==> config.mk <==
export PLATFORM = sky130hd
export DESIGN_NAME = bgr2gray_binarization
export DESIGN_NICKNAME = d
export VERILOG_FILES = /design/src/rtl/bgr2gray_binarization_pkg.sv /design/src/rtl/bgr2gray_stage.sv /design/src/rtl/binarize_stage.sv /design/src/rtl/bmp_dp_ram.sv /design/src/rtl/bgr2gray_binarization.sv
export SDC_FILE = /design/constraint.sdc
export NUM_CORES = 1
export LEC_CHECK = 0
export BUFFER_PORTS_ARGS = -buffer_cell sky130_fd_sc_hd__buf_2
export CAP_MARGIN = 25
export CORE_MARGIN = 4
export CORE_UTILIZATION = 65
export DETAILED_ROUTE_END_ITERATION = 6
export GPL_TIMING_DRIVEN = 0
export PLACE_DENSITY = 0.91
export SLEW_MARGIN = 20
export SYNTH_ARGS = -nofsm -noshare
export SYNTH_HDL_FRONTEND = slang
export SYNTH_HIERARCHICAL = 1
export SYNTH_SLANG_ARGS = --single-unit
==> constraint.sdc <==
create_clock -name clk -period 10.68 [get_ports clk]
set_input_delay 2.136 -clock clk [delete_from_list [all_inputs] [get_ports clk]]
set_output_delay 2.136 -clock clk [all_outputs]
set_load 0.05 [all_outputs]
==> src/rtl/bgr2gray_binarization_pkg.sv <==
// Shared constants, state encodings and the gray-weighting helper for the
// BMP grayscale + binarization pipeline.
package bgr2gray_binarization_pkg;

    localparam int BYTE_WIDTH = 8;
    localparam int HDR_SIZE   = 54;
    localparam int WIDTH      = 4;
    localparam int HEIGHT     = 4;
    localparam int NUM_PIX    = WIDTH * HEIGHT;
    localparam int TOTAL_SIZE = HDR_SIZE + 3 * NUM_PIX;
    localparam int RAM_DEPTH  = TOTAL_SIZE + 2;
    localparam int ADDR_WIDTH = $clog2(TOTAL_SIZE + 2);
    localparam int THRESHOLD  = 128;

    typedef logic [BYTE_WIDTH-1:0] byte_t;
    typedef logic [ADDR_WIDTH-1:0] addr_t;

    localparam byte_t GRAY_COEF_R = 8'd77;
    localparam byte_t GRAY_COEF_G = 8'd150;
    localparam byte_t GRAY_COEF_B = 8'd29;

    typedef enum logic [2:0] {
        GS_IDLE,
        GS_HDR,
        GS_PIX_RD,
        GS_PIX_WR,
        GS_FIN
    } gray_state_t;

    typedef enum logic [2:0] {
        BS_IDLE,
        BS_RD,
        BS_WR0,
        BS_WR1,
        BS_WR2,
        BS_FIN
    } bin_state_t;

    // Coefficients sum to 256, so the 16-bit sum tops out at 65280 and the
    // upper byte is the weighted luminance.
    function automatic byte_t gray_of(input byte_t b, input byte_t g, input byte_t r);
        logic [15:0] acc;
        acc = {8'd0, GRAY_COEF_R} * {8'd0, r}
            + {8'd0, GRAY_COEF_G} * {8'd0, g}
            + {8'd0, GRAY_COEF_B} * {8'd0, b};
        return byte_t'(acc >> 8);
    endfunction

endpackage

==> src/rtl/bgr2gray_stage.sv <==
// Grayscale stage: streams the BMP from ROM, copies the header verbatim and
// replaces each BGR triple with three copies of its gray value (RAM port 1).
module bgr2gray_stage
    import bgr2gray_binarization_pkg::*;
(
    input  logic  clk,
    input  logic  rst_n,
    input  logic  in_valid,
    output logic  rom_ren,
    output addr_t rom_addr,
    input  byte_t rom_out,
    output logic  ram_we,
    output addr_t ram_addr,
    output byte_t ram_wdata,
    output logic  gray_done
);

    gray_state_t state_reg;
    addr_t       cnt_reg;
    logic [1:0]  phase_reg;
    addr_t       pix_base_reg;
    byte_t       b_reg;
    byte_t       g_reg;
    byte_t       gray_reg;
    logic        rom_ren_reg;
    addr_t       rom_addr_reg;
    logic        gray_done_reg;
    byte_t       gray_now;

    // R arrives on the first write cycle, so gray is formed combinationally
    // from the two latched bytes and the live ROM output.
    assign gray_now = gray_of(b_reg, g_reg, rom_out);

    always_comb begin
        ram_we    = 1'b0;
        ram_addr  = '0;
        ram_wdata = '0;
        case (state_reg)
            GS_HDR: begin
                // cnt_reg == n carries ROM byte n-1, which belongs at index n.
                if (cnt_reg != '0) begin
                    ram_we    = 1'b1;
                    ram_addr  = cnt_reg;
                    ram_wdata = rom_out;
                end
            end
            GS_PIX_WR: begin
                ram_we    = 1'b1;
                ram_addr  = pix_base_reg + addr_t'(phase_reg) + addr_t'(1);
                ram_wdata = (phase_reg == 2'd0) ? gray_now : gray_reg;
            end
            default: ;
        endcase
    end

    always_ff @(posedge clk or negedge rst_n) begin
        if (!rst_n) begin
            state_reg     <= GS_IDLE;
            cnt_reg       <= '0;
            phase_reg     <= '0;
            pix_base_reg  <= '0;
            b_reg         <= '0;
            g_reg         <= '0;
            gray_reg      <= '0;
            rom_ren_reg   <= 1'b0;
            rom_addr_reg  <= '0;
            gray_done_reg <= 1'b0;
        end else begin
            case (state_reg)
                GS_IDLE: begin
                    if (in_valid) begin
                        state_reg    <= GS_HDR;
                        cnt_reg      <= '0;
                        rom_ren_reg  <= 1'b1;
                        rom_addr_reg <= '0;
                    end
                end
                GS_HDR: begin
                    cnt_reg <= cnt_reg + addr_t'(1);
                    if (cnt_reg == addr_t'(HDR_SIZE)) begin
                        state_reg    <= GS_PIX_RD;
                        phase_reg    <= '0;
                        pix_base_reg <= addr_t'(HDR_SIZE);
                        rom_ren_reg  <= 1'b1;
                        rom_addr_reg <= addr_t'(HDR_SIZE);
                    end else if (cnt_reg == addr_t'(HDR_SIZE - 1)) begin
                        rom_ren_reg <= 1'b0;
                    end else begin
                        rom_addr_reg <= cnt_reg + addr_t'(1);
                    end
                end
                GS_PIX_RD: begin
                    case (phase_reg)
                        2'd0: begin
                            rom_addr_reg <= pix_base_reg + addr_t'(1);
                            phase_reg    <= 2'd1;
                        end
                        2'd1: begin
                            b_reg        <= rom_out;
                            rom_addr_reg <= pix_base_reg + addr_t'(2);
                            phase_reg    <= 2'd2;
                        end
                        default: begin
                            g_reg       <= rom_out;
                            rom_ren_reg <= 1'b0;
                            phase_reg   <= 2'd0;
                            state_reg   <= GS_PIX_WR;
                        end
                    endcase
                end
                GS_PIX_WR: begin
                    case (phase_reg)
                        2'd0: begin
                            gray_reg  <= gray_now;
                            phase_reg <= 2'd1;
                        end
                        2'd1: begin
                            phase_reg <= 2'd2;
                        end
                        default: begin
                            phase_reg <= 2'd0;
                            if (pix_base_reg == addr_t'(TOTAL_SIZE - 3)) begin
                                state_reg     <= GS_FIN;
                                gray_done_reg <= 1'b1;
                            end else begin
                                state_reg    <= GS_PIX_RD;
                                pix_base_reg <= pix_base_reg + addr_t'(3);
                                rom_addr_reg <= pix_base_reg + addr_t'(3);
                                rom_ren_reg  <= 1'b1;
                            end
                        end
                    endcase
                end
                GS_FIN: begin
                    gray_done_reg <= 1'b1;
                end
                default: begin
                    state_reg <= GS_IDLE;
                end
            endcase
        end
    end

    assign rom_ren   = rom_ren_reg;
    assign rom_addr  = rom_addr_reg;
    assign gray_done = gray_done_reg;

endmodule

==> src/rtl/binarize_stage.sv <==
// Threshold stage: rewrites every gray pixel in RAM (port 2) as 00 or FF,
// leaving the header untouched.
module binarize_stage
    import bgr2gray_binarization_pkg::*;
(
    input  logic  clk,
    input  logic  rst_n,
    input  logic  gray_done,
    output logic  ram_we,
    output logic  ram_re,
    output addr_t ram_addr,
    output byte_t ram_wdata,
    input  byte_t ram_rdata,
    output logic  done
);

    bin_state_t state_reg;
    addr_t      base_reg;
    logic       done_reg;

    // The read data register only reloads in RD, so it stays valid for all
    // three write cycles of the pixel.
    always_comb begin
        ram_we    = 1'b0;
        ram_re    = 1'b0;
        ram_addr  = base_reg;
        ram_wdata = (ram_rdata >= byte_t'(THRESHOLD)) ? 8'hFF : 8'h00;
        case (state_reg)
            BS_RD:  ram_re = 1'b1;
            BS_WR0: ram_we = 1'b1;
            BS_WR1: begin
                ram_we   = 1'b1;
                ram_addr = base_reg + addr_t'(1);
            end
            BS_WR2: begin
                ram_we   = 1'b1;
                ram_addr = base_reg + addr_t'(2);
            end
            default: ;
        endcase
    end

    always_ff @(posedge clk or negedge rst_n) begin
        if (!rst_n) begin
            state_reg <= BS_IDLE;
            base_reg  <= '0;
            done_reg  <= 1'b0;
        end else begin
            case (state_reg)
                BS_IDLE: begin
                    if (gray_done) begin
                        state_reg <= BS_RD;
                        base_reg  <= addr_t'(HDR_SIZE + 1);
                    end
                end
                BS_RD:  state_reg <= BS_WR0;
                BS_WR0: state_reg <= BS_WR1;
                BS_WR1: state_reg <= BS_WR2;
                BS_WR2: begin
                    if (base_reg == addr_t'(TOTAL_SIZE - 2)) begin
                        state_reg <= BS_FIN;
                        done_reg  <= 1'b1;
                    end else begin
                        state_reg <= BS_RD;
                        base_reg  <= base_reg + addr_t'(3);
                    end
                end
                BS_FIN: done_reg <= 1'b1;
                default: state_reg <= BS_IDLE;
            endcase
        end
    end

    assign done = done_reg;

endmodule

==> src/rtl/bmp_dp_ram.sv <==
// Dual-port image RAM: port 1 write-only, port 2 read/write with a registered
// read (old data on same-address collision). Port 2 wins a write collision.
module bmp_dp_ram #(
    parameter int DATA_W = 8,
    parameter int ADDR_W = 7,
    parameter int DEPTH  = 104
) (
    input  logic              clk,
    input  logic              we1,
    input  logic [ADDR_W-1:0] addr1,
    input  logic [DATA_W-1:0] wdata1,
    input  logic              we2,
    input  logic              re2,
    input  logic [ADDR_W-1:0] addr2,
    input  logic [DATA_W-1:0] wdata2,
    output logic [DATA_W-1:0] rdata2
);

    logic [DATA_W-1:0] ram_data [0:DEPTH-1];
    logic [DATA_W-1:0] rdata2_reg;

    // Contents are deliberately never reset; the later port-2 assignment
    // overrides port 1 when both target the same word.
    always_ff @(posedge clk) begin
        if (we1) begin
            ram_data[addr1] <= wdata1;
        end
        if (we2) begin
            ram_data[addr2] <= wdata2;
        end
        if (re2) begin
            rdata2_reg <= ram_data[addr2];
        end
    end

    assign rdata2 = rdata2_reg;

endmodule

==> src/rtl/bgr2gray_binarization.sv <==
// Top: ROM-fed grayscale stage and in-place binarize stage sharing one
// dual-port image RAM; file byte n lives at RAM index n+1.
module bgr2gray_binarization
    import bgr2gray_binarization_pkg::*;
(
    input  logic                  clk,
    input  logic                  rst_n,
    input  logic                  in_valid,
    output logic                  ROM_ren,
    output logic [ADDR_WIDTH-1:0] ROM_addr,
    input  logic [BYTE_WIDTH-1:0] ROM_out,
    output logic                  gray_done,
    output logic                  done
);

    logic  p1_we;
    addr_t p1_addr;
    byte_t p1_wdata;
    logic  p2_we;
    logic  p2_re;
    addr_t p2_addr;
    byte_t p2_wdata;
    byte_t p2_rdata;

    bgr2gray_stage u_gray (
        .clk       (clk),
        .rst_n     (rst_n),
        .in_valid  (in_valid),
        .rom_ren   (ROM_ren),
        .rom_addr  (ROM_addr),
        .rom_out   (ROM_out),
        .ram_we    (p1_we),
        .ram_addr  (p1_addr),
        .ram_wdata (p1_wdata),
        .gray_done (gray_done)
    );

    binarize_stage u_bin (
        .clk       (clk),
        .rst_n     (rst_n),
        .gray_done (gray_done),
        .ram_we    (p2_we),
        .ram_re    (p2_re),
        .ram_addr  (p2_addr),
        .ram_wdata (p2_wdata),
        .ram_rdata (p2_rdata),
        .done      (done)
    );

    bmp_dp_ram #(
        .DATA_W (BYTE_WIDTH),
        .ADDR_W (ADDR_WIDTH),
        .DEPTH  (RAM_DEPTH)
    ) u_ram (
        .clk    (clk),
        .we1    (p1_we),
        .addr1  (p1_addr),
        .wdata1 (p1_wdata),
        .we2    (p2_we),
        .re2    (p2_re),
        .addr2  (p2_addr),
        .wdata2 (p2_wdata),
        .rdata2 (p2_rdata)
    );

endmodule

==> flow_summary.toml, run 1 <==
[detailed_routing]
via_per_inst = 5.89
wirelength_um = 5230
drt_iter0_markers = 207
dr.pass1.iters = 4
route.detailed.drc = 0
avgRoutedWirePerCell_um = 15.0
via_count = 2054
antenna_left = 0

[cells_and_area]
layout-drive-gt1-share_pct = 22.3
fin_cells = 349
area_growth_pct = 9.28
antenna_cells = 0
nets = 322
fillers = 271

[place]
gp_congestion = 0.878
place_inst = 341
port_buffers = 12
dp_hpwl_um = 3770

[critical_path]
crit_type = "flop to output pin"
cpMaxStageDelayCell = "dfrtp_1"
crit_path_end_kind = "output pin"
crit_required_ns = 8.54
cp-start-kind = "flop"
cp_max_fo = 4
crit_arrival_ns = 0.98
slowest_delay_ns = 0.40
crit_path_end = "gray_done"
crit_chain = "buf_2"
r2r-start = "u_gray/pix_base_reg[1]$_DFFE_PN0P_"
critical-path-top-delay-family = "flip-flops"
rr_endpoint = "u_gray/rom_addr[1]$_DFFE_PN0P_"
crit_start = "u_gray/gray_done$_DFFE_PN0P_"
rrSetupSlack_ns = 8.56
crit_buf_inv = 1
path_depth = 1
worst-r2r-cell-count = 7

[clocking]
clkLatencyLatePin_ns = 0.29
postCtsResizedCells = 0
ctsRootBufferMaster = "clkbuf_8"
htreeDepth = 2
numCtsBuffers = 5
clk_pin_slew_ns = 0.07
postCtsSetupRepairBufs = 0
cts_tree = "built"
holdBufCountCts = 0
clock_sinks = 39
cts_buffer_depth = 2

[floorplanning]
start_util_pct = 68.4
floorplan.die.width_um = 70.8
pin_count = 21
die_h_um = 70.8
placementRows = 22
dieArea_mm2 = 0.00501
core_area_mm2 = 0.00374

[logic_synthesis]
synth_area_mm2 = 0.00256
synthCells = 281
avgSynthCellArea_um2 = 9.12
synth_nets = 303
synth.yosys.warnings = 6

[grt]
grt_use_met3_pct = 5.40
overflow = 0
antenna_found_initial = 0
grt_start_max_net_pins = 40
met2_usage_pct = 37.9
grt.total_usage_pct = 22.2
grt_pass1_vias = 1936
grt.busiest_layer = "met2"
grt_pass1_wl_um = 8940
use_met1_pct = 27.8

[sta]
max_freq_mhz = 321
tightest_slew_ns = 0.875
max_slew_margin_pct = 41.7
rsz0062_at_grt = "false"
hold_violations = 0
report.final.setup_viol = 0
setup_tns_ns = 0
min_period_ns = 3.12
finalCritPeriodShare_pct = 29.2
slew_viol_final = 0
clock_skew_ns = 0.00607

[worst_hold_path]
min-delay-start = "u_gray/rom_addr[2]$_DFFE_PN0P_"
hold_class = "flop to flop"

[outcome]
status = "completed"

[power]
p_per_area_mw_per_mm2 = 99.3
p_leak_uw = 0.00130
vdd_drop_max_mv = 0.0808

[run]
cap_violations = 0
-- how the worst min path moves through the flow --
stage                     cells past startpoint                             end
after floorplan                               1   u_gray/cnt_reg[5]$_DFFE_PN0P_
after detailed placement                      1          u_bin/done$_DFFE_PN0P_
final                                         2  u_gray/rom_addr[2]$_DFFE_PN0P_
after global routing                          2  u_gray/rom_addr[2]$_DFFE_PN0P_
after global placement                        1          u_bin/done$_DFFE_PN0P_
after CTS                                     1          u_bin/done$_DFFE_PN0P_
-- where the power goes --
| group | switching, uW | internal [uW] | leakage (uW) | total (uW) |
|---|---|---|---|---|
| clock | 51.7 | 75.6 | 0.0000612 | 127 |
| sequential | 0 | 148 | 0.000474 | 148 |
| combinational | 2.96 | 0.316 | 0.000764 | 3.28 |
| total | 54.7 | 223 | 0.00130 | 278 |
-- placed cells by master (no fill, tap or decap), types with 4 or more instances in the layout --
master    instances
clkbuf_8          7
dfrtp_1          39
o22ai_1           5
xnor2_1           7
a31oi_1           4
inv_1            11
nor2_1           25
xor2_1            7
nand3_1           6
buf_6             7
buf_2            20
nor3_1            4
nand2_1          30
nand2b_1          5
o21ai_0          19
a21o_1            4
o21ai_2           6
ha_1             11
clkbuf_1          5
a21oi_1          15
-- per-stage QoR --
stage / area, um^2 / total power [uW] / util [%] / worst slack [ns] / hold slack, ns
2_1_floorplan: 2560 / 151 / - / 7.78 / 0.494
4_1_cts: 2800 / 280 / 74.8 / 7.55 / 0.475
6_report: 2800 / 278 / 74.8 / 7.56 / 0.473
3_5_place_dp: 2680 / 154 / 71.7 / 7.59 / 0.450
3_3_place_gp: 2680 / 154 / 71.7 / 7.59 / 0.445
5_1_grt: 2800 / 290 / 74.8 / 7.50 / 0.483
-- final cells by class --
class	count	area [um^2]	share of cell area, %
multi-input combinational	205	1370	48.8
tap	48	60.1	2.14
sequential	39	976	34.9
clock inverter	2	35.0	1.25
buffer	25	175	6.26
clock buffer	6	82.6	2.95
timing repair buffer	12	60.1	2.14
inverter	12	45.0	1.61
-- metal layers --
| layer | routed length, um | vias up |
|---|---|---|
| met2 | 2610 | 58 |
| met3 | 245 | 14 |
| li1 | - | 1008 |
| met5 | 0 | - |
| met1 | 2240 | 974 |
| met4 | 125 | 0 |
Power figures use the tool's default switching activity.
==> run 2: changes to the inputs <==
--- a/config.mk
+++ b/config.mk
@@ -8,7 +8,7 @@
 export BUFFER_PORTS_ARGS = -buffer_cell sky130_fd_sc_hd__buf_2
 export CAP_MARGIN = 25
 export CORE_MARGIN = 4
-export CORE_UTILIZATION = 65
+export CORE_UTILIZATION = 62
 export DETAILED_ROUTE_END_ITERATION = 6
 export GPL_TIMING_DRIVEN = 0
 export PLACE_DENSITY = 0.91
==> constraint.sdc (replaced) <==
create_clock -name clk -period 2.5 [get_ports clk]
set_input_delay 0.5 -clock clk [delete_from_list [all_inputs] [get_ports clk]]
set_output_delay 0.5 -clock clk [all_outputs]
set_load 0.05 [all_outputs]
==> run 2 against run 1 <==
Register-to-register slack lost 8.1 ns. Sequential power grew to 4.3 times the previous value. Via count grew 2.0%. Non-clock buffer count is the same. Cell count grew 0.57%. Worst hold slack lost 0.16 ns. Flip-flop and latch count is the same. Critical path depth grew 6. Largest power group unchanged.
==> flow_summary.toml, run 2 (synthesis gave the netlist of run 1 again) <==
[outcome]
status = "completed"

[run]
cap_violations = 0

[detailed_routing]
dr.pass1.iters = 4
route.detailed.drc = 0
avgRoutedWirePerCell_um = 15.8
wirelength_um = 5550
via_per_inst = 5.97
via_count = 2095
antenna_left = 0
drt_iter0_markers = 226

[clocking]
ctsRootBufferMaster = "clkbuf_8"
clkLatencyLatePin_ns = 0.29
holdBufCountCts = 0
postCtsSetupRepairBufs = 0
clock_sinks = 39
cts_tree = "built"
postCtsResizedCells = 0
numCtsBuffers = 5
clk_pin_slew_ns = 0.08
cts_buffer_depth = 2
htreeDepth = 2

[floorplanning]
start_util_pct = 64.1
floorplan.die.width_um = 72.3
die_h_um = 72.3
pin_count = 21
core_area_mm2 = 0.00400
placementRows = 23
dieArea_mm2 = 0.00523

[critical_path]
crit_arrival_ns = 2.23
cp-start-kind = "flop"
critical-path-top-delay-family = "simple AND/OR/NAND/NOR gates"
crit_required_ns = 2.67
cp_max_fo = 6
crit_path_end_kind = "flop"
cpMaxStageDelayCell = "dfrtp_1"
slowest_delay_ns = 0.44
crit_buf_inv = 0
crit_type = "flop to flop"
crit_chain = "ha_1, nand4b_1, nor3_1, nand2b_1, a31oi_1, o21ai_2, mux2_4"

[sta]
hold_violations = 0
max_freq_mhz = 486
min_period_ns = 2.06
slew_viol_final = 0
setup_tns_ns = 0
max_slew_margin_pct = 42.6
clock_skew_ns = 0.0115
tightest_slew_ns = 0.861
report.final.setup_viol = 0
rsz0062_at_grt = "false"
finalCritPeriodShare_pct = 82.3

[grt]
grt_start_max_net_pins = 40
grt_pass1_vias = 2015
grt_pass1_wl_um = 9650
grt.total_usage_pct = 23.7
overflow = 0
antenna_found_initial = 0

[cells_and_area]
nets = 322
layout_commonest_cell = "dfrtp_1"
seq_area_um2 = 976
fillers = 301
antenna_cells = 0
layout-drive-gt1-share_pct = 21.6
multi_input_area_mm2 = 0.00137
mostFrequentLayoutCells = "39 x dfrtp_1, 30 x nand2_1, 25 x nor2_1"
area_growth_pct = 7.96
utilization_pct = 69.2

[power]
p_per_area_mw_per_mm2 = 380
vdd_drop_max_mv = 0.211
p_leak_uw = 0.00128

[place]
port_buffers = 12
dp_hpwl_um = 4020
gp_congestion = 0.903

[worst_hold_path]
hold_class = "primary input to asynchronous set/reset pin"
run 2: changes by cell type in the layout (fill, tap and decap cells not counted), sizes merged:
cell,change
clkbuf,+1
bufinv,-1
run 2: path summary, 6_finish.rpt:
path                       cells after the start                        endpoint                          startpoint  slack, ns
setup / recovery                               7  u_gray/rom_addr[1]$_DFFE_PN0P_  u_gray/pix_base_reg[1]$_DFFE_PN0P_       0.44
hold reg to reg                                1          u_bin/done$_DFFE_PN0P_              u_bin/done$_DFFE_PN0P_       0.46
max in group asynchronous                      1   u_bin/base_reg[0]$_DFFE_PN0P_                               rst_n       1.64
min in group clk                               1          u_bin/done$_DFFE_PN0P_              u_bin/done$_DFFE_PN0P_       0.46
hold / removal                                 1   u_gray/cnt_reg[3]$_DFFE_PN0P_                               rst_n       0.31
setup reg to reg                               7  u_gray/rom_addr[1]$_DFFE_PN0P_  u_gray/pix_base_reg[1]$_DFFE_PN0P_       0.44
run 2: final cells by class:
| class | count | area share, % |
|---|---|---|
| Clock buffer | 7 | 2.76 |
| Inverter | 12 | 1.63 |
| Sequential cell | 39 | 35.3 |
| Timing Repair Buffer | 12 | 2.17 |
| Clock inverter | 1 | 0.181 |
| Multi-Input combinational cell | 205 | 49.4 |
| Tap cell | 50 | 2.26 |
| Buffer | 25 | 6.33 |
run 2: layer usage:
metal | part of all wire [%] | global-route usage (%) | vias up
met1 | 42 | 31.2 | 1019
met2 | 51 | 39.1 | 57
met4 | 1.7 | 7.93 | 0
li1 | - | - | 1009
met5 | 0 | 0 | -
met3 | 4.7 | 4.43 | 10
run 2: per-stage QoR:
stage | power (uW) | cell area (um^2) | hold slack (ns) | instances | setup WS [ns]
global placement | 657 | 2690 | 0.447 | 343 | 0.475
CTS | 1060 | 2770 | 0.341 | 351 | 0.438
global route | 1090 | 2770 | 0.382 | 351 | 0.298
finish | 1050 | 2770 | 0.312 | 351 | 0.442
detailed placement | 657 | 2690 | 0.447 | 343 | 0.456
floorplan | 643 | 2560 | 0.204 | 281 | 0.729
run 2: power breakdown:
part	switching (uW)	internal, uW	total (uW)
clock	211	196	407
combinational	12.3	1.34	13.6
sequential	0	631	631
total	224	828	1050
==> run 3: changes to the inputs <==
--- a/config.mk
+++ b/config.mk
@@ -8,7 +8,7 @@
 export BUFFER_PORTS_ARGS = -buffer_cell sky130_fd_sc_hd__buf_2
 export CAP_MARGIN = 25
 export CORE_MARGIN = 4
-export CORE_UTILIZATION = 62
+export CORE_UTILIZATION = 65
 export DETAILED_ROUTE_END_ITERATION = 6
 export GPL_TIMING_DRIVEN = 0
 export PLACE_DENSITY = 0.91
==> constraint.sdc (replaced) <==
create_clock -name clk -period 2.1 [get_ports clk]
set_input_delay 0.42 -clock clk [delete_from_list [all_inputs] [get_ports clk]]
set_output_delay 0.42 -clock clk [all_outputs]
set_load 0.05 [all_outputs]
==> run 3 against run 2 <==
Clock-buffer cell count fell by 1. Sequential share of layout area fell by 0.49 points. Largest power group unchanged. Largest cell class unchanged. Register-to-register slack got worse by 0.35 ns. Sequential power rose by 19%.
==> flow_summary.toml, run 3 (synthesis gave the netlist of run 1 again) <==
[outcome]
status = "completed"

[detailed_routing]
via_count = 2085
route.detailed.drc = 0
avgRoutedWirePerCell_um = 15.1
via_per_inst = 5.97
wirelength_um = 5280
drt_iter0_markers = 216
antenna_left = 0
dr.pass1.iters = 4

[critical_path]
rrSetupSlack_ns = 0.09
crit_path_end = "u_gray/rom_addr[1]$_DFFE_PN0P_"
cpMaxStageDelayCell = "dfrtp_1"
r2r-start = "u_gray/pix_base_reg[1]$_DFFE_PN0P_"
worst-r2r-cell-count = 7
crit_path_end_kind = "flop"
crit_required_ns = 2.28
cp_max_fo = 6
cp-start-kind = "flop"
crit_chain = "ha_1, nand4b_1, nor3_2, nand2b_1, a31oi_1, o21ai_2, mux2_4"
crit_type = "flop to flop"
critical-path-top-delay-family = "simple AND/OR/NAND/NOR gates"
rr_endpoint = "u_gray/rom_addr[1]$_DFFE_PN0P_"
crit_arrival_ns = 2.20
crit_start = "u_gray/pix_base_reg[1]$_DFFE_PN0P_"
slowest_delay_ns = 0.45
path_depth = 7
crit_buf_inv = 0

[clocking]
holdBufCountCts = 0
clkLatencyLatePin_ns = 0.29
htreeDepth = 2
cts_buffer_depth = 2
numCtsBuffers = 5
cts_tree = "built"
clk_pin_slew_ns = 0.08
clock_sinks = 39
ctsRootBufferMaster = "clkbuf_8"

[grt]
grt.busiest_layer = "met2"
antenna_found_initial = 0
grt_use_met3_pct = 5.40
use_met1_pct = 27.8
grt_pass1_vias = 1936
grt.total_usage_pct = 22.2
grt_pass1_wl_um = 8940
met2_usage_pct = 37.9
grt_start_max_net_pins = 40
overflow = 0

[sta]
hold_violations = 0
report.final.setup_viol = 0
clock_skew_ns = 0.00499
max_slew_margin_pct = 42.6
max_freq_mhz = 497
slew_viol_final = 0
tightest_slew_ns = 0.860
min_period_ns = 2.01
finalCritPeriodShare_pct = 95.8

[floorplanning]
start_util_pct = 68.4
placementRows = 22
floorplan.die.width_um = 70.8
core_area_mm2 = 0.00374
die_h_um = 70.8
pin_count = 21
dieArea_mm2 = 0.00501

[cells_and_area]
layout_commonest_cell = "dfrtp_1"
fin_cells = 349
area_growth_pct = 9.47
nets = 322
mostFrequentLayoutCells = "39 x dfrtp_1, 30 x nand2_1, 25 x nor2_1"
antenna_cells = 0
layout-drive-gt1-share_pct = 22.6

[place]
place_inst = 341
port_buffers = 12
dp_hpwl_um = 3770
gp_congestion = 0.878

[power]
power_uw = 1410
vdd_drop_max_mv = 0.414
p_per_area_mw_per_mm2 = 504
p_leak_uw = 0.00130

[run]
cap_violations = 0

[worst_hold_path]
hold_class = "primary input to asynchronous set/reset pin"
run 3: final cells by class:
cell class / count / area [um^2]
Tap cell: 48 / 60.1
Buffer: 25 / 175
Fill cell: 273 / 938
Timing Repair Buffer: 12 / 60.1
Multi-Input combinational cell: 205 / 1370
Clock buffer: 6 / 82.6
Sequential cell: 39 / 976
Clock inverter: 2 / 35.0
Inverter: 12 / 45.0
run 3: metal layers:
layer  part of all wire [%]  vias up
li1                       -     1010
met1                     42      996
met2                     51       65
met3                    4.9       14
met4                    2.1        0
met5                      0        -
run 3: through the flow:
stage / utilization [%] / hold slack [ns] / setup TNS (ns) / instance area, um^2 / setup slack [ns]
final: 74.9 / 0.236 / 0 / 2810 / 0.0884
after global placement: 71.7 / 0.445 / 0 / 2680 / 0.0868
after detailed placement: 71.7 / 0.450 / 0 / 2680 / 0.0379
after floorplan: - / 0.124 / 0 / 2560 / 0.329
after CTS: 74.8 / 0.260 / 0 / 2800 / 0.0256
after global routing: 74.9 / 0.295 / -0.0161 / 2810 / -0.0161
run 3: report_power, final:
part           switching (uW)  leakage, uW  internal, uW  total, uW
clock                     262    0.0000612           384        647
sequential                  0     0.000474           750        750
combinational            14.9     0.000769          1.61       16.5
run 3: what timing repair did:
action	4_1_cts	5_1_grt
resized for setup	0	1
setup buffers	0	0
setup endpoints to repair	0	13
run 3: worst min-delay path by stage:
stage,end,start,slack [ns]
after CTS,u_gray/rom_addr[1]$_DFFE_PN0P_,rst_n,0.26
after global placement,u_bin/done$_DFFE_PN0P_,u_bin/done$_DFFE_PN0P_,0.45
after floorplan,u_bin/base_reg[0]$_DFFE_PN0P_,rst_n,0.12
after detailed placement,u_bin/done$_DFFE_PN0P_,u_bin/done$_DFFE_PN0P_,0.45
final,u_gray/rom_addr[1]$_DFFE_PN0P_,rst_n,0.24
after global routing,u_gray/rom_addr[1]$_DFFE_PN0P_,rst_n,0.29
run 3: worst reg2reg max path: cells and delay by family, from the launching register on:
| kind | cells | cell delay (ns) |
|---|---|---|
| simple gates | 3 | 0.54 |
| flops | 1 | 0.45 |
| compound gates | 2 | 0.34 |
| mux | 1 | 0.32 |
| fa+ha+maj | 1 | 0.25 |
